$ cat src/rtl/cla_addsub_seq_pkg.sv
`default_nettype none
// ============================================================================
//  Module      : cla_pkg
//  Description : Shared types and constants for the sequential carry-lookahead
//                adder/subtractor (slice width, FSM state type, result flags).
//  Ports       : none (package)
//  Revision    : 1.0 - initial release
// ============================================================================
package cla_pkg;

  // Bits processed per clock by one lookahead slice.
  localparam int SLICE_W = 4;

  typedef enum logic [1:0] {
    IDLE = 2'd0,
    RUN  = 2'd1,
    DONE = 2'd2
  } state_e;

  typedef struct packed {
    logic c_out;
    logic ovf;
    logic zero;
    logic neg;
  } flags_t;

endpackage
`default_nettype wire

$ cat src/rtl/cla_addsub_seq_if.sv
`default_nettype none
// ============================================================================
//  Module      : cla_addsub_seq_if
//  Description : Operand/result handshake bundle for cla_addsub_seq.
//  Ports       : request side  - in_valid, in_ready, a, b, mode, c_in
//                response side - out_valid, out_ready, sum, c_out, ovf,
//                                zero, neg
//                master = operand producer / result consumer
//                slave  = the adder/subtractor
//  Revision    : 1.0 - initial release
// ============================================================================
interface cla_addsub_seq_if #(
  parameter int WIDTH = 16
);
  logic             in_valid;
  logic             in_ready;
  logic [WIDTH-1:0] a;
  logic [WIDTH-1:0] b;
  logic             mode;
  logic             c_in;
  logic             out_valid;
  logic             out_ready;
  logic [WIDTH-1:0] sum;
  logic             c_out;
  logic             ovf;
  logic             zero;
  logic             neg;

  modport master (
    output in_valid, a, b, mode, c_in, out_ready,
    input  in_ready, out_valid, sum, c_out, ovf, zero, neg
  );

  modport slave (
    input  in_valid, a, b, mode, c_in, out_ready,
    output in_ready, out_valid, sum, c_out, ovf, zero, neg
  );
endinterface
`default_nettype wire

$ cat src/rtl/cla_addsub_seq_slice4.sv
`default_nettype none
// ============================================================================
//  Module      : cla_slice4
//  Description : Combinational 4-bit carry-lookahead slice. All internal
//                carries are formed directly from generate/propagate terms
//                and the slice carry-in (no ripple inside the slice).
//  Ports       : a[3:0], b[3:0], cin -> sum[3:0],
//                c3 (carry into bit 3), c4 (carry out of bit 3)
//  Revision    : 1.0 - initial release
// ============================================================================
module cla_slice4 (
  input  wire logic [3:0] a,
  input  wire logic [3:0] b,
  input  wire logic       cin,
  output logic      [3:0] sum,
  output logic            c3,
  output logic            c4
);
  logic [3:0] w_p;
  logic [3:0] w_g;
  logic       w_c1;
  logic       w_c2;

  assign w_p = a ^ b;
  assign w_g = a & b;

  assign w_c1 = w_g[0] | (w_p[0] & cin);
  assign w_c2 = w_g[1] | (w_p[1] & w_g[0]) | (w_p[1] & w_p[0] & cin);
  assign c3   = w_g[2] | (w_p[2] & w_g[1]) | (w_p[2] & w_p[1] & w_g[0])
              | (w_p[2] & w_p[1] & w_p[0] & cin);
  assign c4   = w_g[3] | (w_p[3] & w_g[2]) | (w_p[3] & w_p[2] & w_g[1])
              | (w_p[3] & w_p[2] & w_p[1] & w_g[0])
              | (w_p[3] & w_p[2] & w_p[1] & w_p[0] & cin);

  assign sum = w_p ^ {c3, w_c2, w_c1, cin};
endmodule
`default_nettype wire

$ cat src/rtl/cla_addsub_seq.sv
`default_nettype none
// ============================================================================
//  Module      : cla_addsub_seq
//  Description : Multi-cycle WIDTH-bit adder/subtractor. One 4-bit lookahead
//                slice is evaluated per clock, least-significant first, with
//                the inter-slice carry held in a register. Results are
//                presented with carry, signed-overflow, zero and negative
//                flags over a valid/ready handshake.
//  Ports       : clk    - system clock, rising edge
//                rst_n  - asynchronous active-low reset
//                bus    - cla_addsub_seq_if.slave (operands in, result out)
//  Parameters  : WIDTH  - operand width, positive multiple of 4
//  Macros      : CLA_ADDSUB_SATURATE_EN - clamp sum on signed overflow
//  Revision    : 1.0 - initial release
// ============================================================================
module cla_addsub_seq
  import cla_pkg::*;
#(
  parameter int WIDTH = 16
) (
  input wire logic        clk,
  input wire logic        rst_n,
  cla_addsub_seq_if.slave bus
);
  localparam int SLICES = WIDTH / SLICE_W;
  localparam int IDX_W  = (SLICES > 1) ? $clog2(SLICES) : 1;

  localparam logic [IDX_W-1:0] c_LAST_IDX = IDX_W'(SLICES - 1);
  localparam logic [1:0]       c_ST_IDLE  = IDLE;
  localparam logic [1:0]       c_ST_RUN   = RUN;
  localparam logic [1:0]       c_ST_DONE  = DONE;

  generate
    if ((WIDTH <= 0) || ((WIDTH % SLICE_W) != 0)) begin : g_bad_width
      $error("cla_addsub_seq: WIDTH must be a positive multiple of 4");
    end
  endgenerate

  logic [1:0]       r_state;
  logic [IDX_W-1:0] r_idx;
  logic [WIDTH-1:0] r_a;
  logic [WIDTH-1:0] r_nb;
  logic             r_carry;
  logic [WIDTH-1:0] r_sum;
  flags_t           r_flags;

  logic [31:0]      w_base;
  logic [3:0]       w_a_slice;
  logic [3:0]       w_b_slice;
  logic [3:0]       w_slice_sum;
  logic             w_c3;
  logic             w_c4;
  logic             w_ovf;
  logic             w_last;
  logic [WIDTH-1:0] w_next_sum;
  logic [WIDTH-1:0] w_final_sum;

  assign w_base    = 32'(r_idx) * 32'(SLICE_W);
  assign w_a_slice = r_a[w_base +: SLICE_W];
  assign w_b_slice = r_nb[w_base +: SLICE_W];
  assign w_last    = (r_idx == c_LAST_IDX);
  // On the top slice c3/c4 are the carries into and out of the MSB.
  assign w_ovf     = w_c3 ^ w_c4;

  cla_slice4 u_slice (
    .a   (w_a_slice),
    .b   (w_b_slice),
    .cin (r_carry),
    .sum (w_slice_sum),
    .c3  (w_c3),
    .c4  (w_c4)
  );

  // Only the active slice is replaced; pending slices keep their old bits.
  always_comb begin
    w_next_sum                    = r_sum;
    w_next_sum[w_base +: SLICE_W] = w_slice_sum;
  end

`ifdef CLA_ADDSUB_SATURATE_EN
  // Overflow is only possible when both effective operands share a sign,
  // so the sign of A tells the overflow direction.
  always_comb begin
    w_final_sum = w_next_sum;
    if (w_ovf) begin
      w_final_sum = r_a[WIDTH-1] ? {1'b1, {(WIDTH-1){1'b0}}}
                                 : {1'b0, {(WIDTH-1){1'b1}}};
    end
  end
`else
  assign w_final_sum = w_next_sum;
`endif

  always_ff @(posedge clk or negedge rst_n) begin
    if (!rst_n) begin
      r_state <= c_ST_IDLE;
      r_idx   <= '0;
      r_a     <= '0;
      r_nb    <= '0;
      r_carry <= 1'b0;
      r_sum   <= '0;
      r_flags <= '0;
    end else begin
      case (r_state)
        c_ST_IDLE: begin
          if (bus.in_valid) begin
            r_a     <= bus.a;
            r_nb    <= bus.b ^ {WIDTH{bus.mode}};
            // Subtract is a + ~b + 1; a set c_in turns that into a borrow.
            r_carry <= bus.c_in ^ bus.mode;
            r_idx   <= '0;
            r_state <= c_ST_RUN;
          end
        end
        c_ST_RUN: begin
          r_carry <= w_c4;
          r_idx   <= r_idx + 1'b1;
          if (w_last) begin
            r_sum         <= w_final_sum;
            r_flags.c_out <= w_c4;
            r_flags.ovf   <= w_ovf;
            r_flags.zero  <= (w_final_sum == '0);
            r_flags.neg   <= w_final_sum[WIDTH-1];
            r_state       <= c_ST_DONE;
          end else begin
            r_sum <= w_next_sum;
          end
        end
        c_ST_DONE: begin
          if (bus.out_ready) begin
            r_state <= c_ST_IDLE;
          end
        end
        default: r_state <= c_ST_IDLE;
      endcase
    end
  end

  assign bus.in_ready  = (r_state == c_ST_IDLE);
  assign bus.out_valid = (r_state == c_ST_DONE);
  assign bus.sum       = r_sum;
  assign bus.c_out     = r_flags.c_out;
  assign bus.ovf       = r_flags.ovf;
  assign bus.zero      = r_flags.zero;
  assign bus.neg       = r_flags.neg;
endmodule
`default_nettype wire

$ cat src/flat_wrapper.sv
// flat-port wrapper written by rule: the top's interface ports become plain ports
module cla_addsub_seq_flat import cla_pkg::*;
#(
  parameter int WIDTH = 16
)
  (clk, rst_n, bus_in_valid, bus_a, bus_b, bus_mode, bus_c_in, bus_out_ready, bus_in_ready, bus_out_valid, bus_sum, bus_c_out, bus_ovf, bus_zero, bus_neg);
  cla_addsub_seq_if #(.WIDTH(WIDTH)) bus_i ();
  input wire logic clk;
  input wire logic rst_n;
  input wire logic [$bits(bus_i.in_valid)-1:0] bus_in_valid;
  input wire logic [$bits(bus_i.a)-1:0] bus_a;
  input wire logic [$bits(bus_i.b)-1:0] bus_b;
  input wire logic [$bits(bus_i.mode)-1:0] bus_mode;
  input wire logic [$bits(bus_i.c_in)-1:0] bus_c_in;
  input wire logic [$bits(bus_i.out_ready)-1:0] bus_out_ready;
  output wire logic [$bits(bus_i.in_ready)-1:0] bus_in_ready;
  output wire logic [$bits(bus_i.out_valid)-1:0] bus_out_valid;
  output wire logic [$bits(bus_i.sum)-1:0] bus_sum;
  output wire logic [$bits(bus_i.c_out)-1:0] bus_c_out;
  output wire logic [$bits(bus_i.ovf)-1:0] bus_ovf;
  output wire logic [$bits(bus_i.zero)-1:0] bus_zero;
  output wire logic [$bits(bus_i.neg)-1:0] bus_neg;
  assign bus_i.in_valid = bus_in_valid;
  assign bus_i.a = bus_a;
  assign bus_i.b = bus_b;
  assign bus_i.mode = bus_mode;
  assign bus_i.c_in = bus_c_in;
  assign bus_i.out_ready = bus_out_ready;
  assign bus_in_ready = bus_i.in_ready;
  assign bus_out_valid = bus_i.out_valid;
  assign bus_sum = bus_i.sum;
  assign bus_c_out = bus_i.c_out;
  assign bus_ovf = bus_i.ovf;
  assign bus_zero = bus_i.zero;
  assign bus_neg = bus_i.neg;
  cla_addsub_seq #(.WIDTH(WIDTH)) u_core (.clk(clk), .rst_n(rst_n), .bus(bus_i));
endmodule
$ cat config.mk
export PLATFORM = sky130hd
export DESIGN_NAME = cla_addsub_seq_flat
export DESIGN_NICKNAME = d
export VERILOG_FILES = /design/src/rtl/cla_addsub_seq_pkg.sv /design/src/rtl/cla_addsub_seq_if.sv /design/src/rtl/cla_addsub_seq_slice4.sv /design/src/rtl/cla_addsub_seq.sv /design/src/flat_wrapper.sv
export SDC_FILE = /design/constraint.sdc
export NUM_CORES = 1
export LEC_CHECK = 0
export ABC_AREA = 0
export CORE_MARGIN = 3
export CORE_UTILIZATION = 35
export DETAILED_ROUTE_END_ITERATION = 10
export PLACE_DENSITY = 0.65
export SYNTH_ARGS = -nofsm -noshare
export SYNTH_HDL_FRONTEND = slang
export SYNTH_SLANG_ARGS = --single-unit
$ cat constraint.sdc
create_clock -name clk -period 4 [get_ports clk]
set_input_delay 0.8 -clock clk [delete_from_list [all_inputs] [get_ports clk]]
set_output_delay 0.8 -clock clk [all_outputs]
set_load 0.005 [all_outputs]
==> impl_metrics.toml <==
[clock_tree]
clk_pin_slew_worst_paths_ns = 0.07
clk_latency_ns = 0.34
cts_buffer_depth = 2
htree_levels = 3
cts-buffers-inserted = 9
ctsHoldBuffers = 0
cts.sinks = 57
ctsResizeCount = 0
root_buffer = "clkbuf_8"
cts_tree = "yes"
cts_setup_buffers = 0

[synth]
syn-cell-area_um2 = 2934
seq_area_frac_synth = 0.4861
synth.area.mux_share = 0.07207
synth_top_family_by_area = "simple AND/OR/NAND/NOR gates"
synthSimpleGateAreaFrac = 0.1608
synth-adder-area-share = 0.05373
synthArstFlopShare = 1.000
synth_cells = 286
syn_nets = 336
synthXorXnorAreaFrac = 0.06269
synth_compound_area_frac = 0.1373
yosys_warnings = 0
synth_seq_cells = 57
ys_dominant_reg_cell = "dfrtp_1"
avgSynthCellArea_um2 = 10.26
ys_types = 41
synth_edf_count = 0

[layout]
area_growth_pct = 31.39
antennaDiodeCount = 0
fill_cells = 781
final_common_cell = "nand2_1"
utilization = 0.4863
drive_above_1_share = 0.1000
nets = 395
final_cell_mix = "nand2_1 (77), clkdlybuf4s50_1 (58), dfrtp_1 (57)"

[detailed_routing]
post-route-drc-count = 0
wl_per_cell_um = 14.20
vias = 2274
drt_iter0_markers = 58
wl_mm = 6.420
via_per_inst = 5.031
drt-pass1-iter-count = 4
drtAntennaViolNets = 0

[timing]
timing.setup.tns_ns = 0
fin_ws_ns = 0.9206
report.final.slew_viol_count = 0
min_period_ns = 3.079
hold_viol = 0
setup_viol = 0
fin_crit_sh = 0.7699
rsz0062_at_grt = "false"
slew_headroom = 0.4334
skew_ns = 0.006657
max_freq_mhz = 324.7
tightest_slew_ns = 0.8498

[floorplan]
ios = 60
core_um2 = 7928
start_util = 0.3701
die_y_um = 97.56
rows = 32
dieArea_um2 = 9518
dieWidth_um = 97.56

[power_and_ir_drop]
switchingPower_uw = 1375
power_density_nw_per_um2 = 889.9
p_leak_uw = 0.001723
seq_power_share = 0.298
combPwrFrac = 0.512
clkPwrFrac = 0.190
p_int_uw = 2055
peakVddDrop_v = 0.0004159
p_sw_frac = 0.4009

[critical_path]
cp_cell_sequence = "mux4_2 > ha_1 > a21o_1 > a21o_1 > a21oi_4 > xnor2_1 > a32o_1"
critPathBufInv = 0
critPathLaunchType = "flip-flop"
r2r.worst_path.cells = 7
crit_fanout = 18
slowest_stage = "dfrtp_1"
crit_type = "flip-flop to flip-flop"
arrival_ns = 3.30
cp-end-kind = "flip-flop"
crit_family = "compound AO/OA/AOI/OAI gates"
path_common_cell = "a21o_1"
slowest_delay_ns = 0.83
cp_num_cells = 7
required_ns = 4.22

[worst_hold_path]
hold_depth = 2
hp-class = "flip-flop to flip-flop"

[outcome]
status = "finished, final reports clean"

[placement]
gp_congestion = 0.8637
post-place-ws_ns = 0.9353
dp_hpwl_mm = 4.724
io_buffers = 59

[grt]
grt_pass1_wl_mm = 10.75
grt_overflow_total = 0
grt_usage = 0.1396
antenna_found_initial = 0
grt_max_degree = 50
grt_pass1_vias = 2267

[job]
maxCapViolations = 0
-- worst paths after layout --
| path | from | endpoint | slack [ns] |
|---|---|---|---|
| worst max-delay path | u_core.r_idx[0] | u_core.bus.sum[15] | 0.92 |
| worst min-delay path | u_core.r_a[8] | u_core.r_a[8] | 0.48 |
| worst max register to register | u_core.r_idx[0] | u_core.bus.sum[15] | 0.92 |
| worst min register to register | u_core.r_a[8] | u_core.r_a[8] | 0.48 |
| max in group asynchronous | rst_n | u_core.bus.sum[13] | 2.66 |
| min in group asynchronous | rst_n | u_core.r_state[0] | 0.57 |
-- synth_stat cells (all sizes together) (3+ instances only) --
cell type   n  area [um2]
a21o        3       22.52
nor2b       3       18.77
and2        3       18.77
a21oi       4       31.28
nand2b      4       25.02
inv         4       15.01
dfrtp      57        1426
a32o        6       60.06
nor3        3       15.01
buf         6       30.03
xor2        3       26.28
nor2        9       33.78
nand2      77       289.0
ha         11       137.6
xnor2      18       157.7
mux4        8       180.2
o21ai      26       130.1
a22o        8       70.07
clkbuf      9       35.03
-- sequential cells by signal, summed over array words and instances, names as in the netlist --
| register | flops |
|---|---|
| u_core.r_state | 2 |
| u_core.bus.c_out | 1 |
| u_core.bus.neg | 1 |
| u_core.bus.zero | 1 |
| u_core.r_nb | 16 |
| u_core.r_idx | 2 |
| u_core.bus.ovf | 1 |
| u_core.bus.sum | 16 |
| u_core.r_carry | 1 |
| u_core.r_a | 16 |
-- worst reg2reg max path: stages, from the launching register on --
cell	delay, ns
dfrtp_1	0.83
mux4_2	0.66
ha_1	0.35
a21o_1	0.20
a21o_1	0.22
a21oi_4	0.20
xnor2_1	0.18
a32o_1	0.31
-- logic make-up after synthesis --
kind of cell,Yosys count
buf+inv,19
flops,57
fa+ha+maj,12
simple gates,108
compound gates,58
xor+xnor,21
mux,11
-- per-stage QoR --
stage	cells	hold slack [ns]	instance area, um2	power (uW)
2_1_floorplan	286	0.4403	2934	2235
3_3_place_gp	436	0.4561	3612	2726
3_5_place_dp	436	0.4660	3612	2780
4_1_cts	452	0.4813	3855	3450
5_1_grt	452	0.5071	3855	3679
6_report	452	0.4759	3855	3430
-- final cells by class --
type,instances,area [um2],area share
clock inverter,7,118.9,0.03083
sequential,57,1426,0.3700
timing repair buffer,63,615.6,0.1597
inverter,4,15.01,0.003895
multi-input combinational,210,1428,0.3703
tap,102,127.6,0.03311
clock buffer,9,123.9,0.03213
-- power groups by stage --
stage,logic (uW),registers [uW],clock network (uW)
after CTS,1760,1030,663
after detailed placement,1740,1030,0
after floorplan,1280,953,0
after global placement,1700,1030,0
final,1760,1020,651
after global routing,1930,1060,690
-- layer usage --
metal  share of wire  wire [um]  vias up  GRT usage
li1                -          -     1110          -
met1            0.44       2839     1096     0.1715
met2            0.50       3198       64     0.2341
met3           0.052        335        4    0.04953
met4          0.0072         46        0    0.03514
met5               0          0        -          0
(Power assumes the default switching activity.)
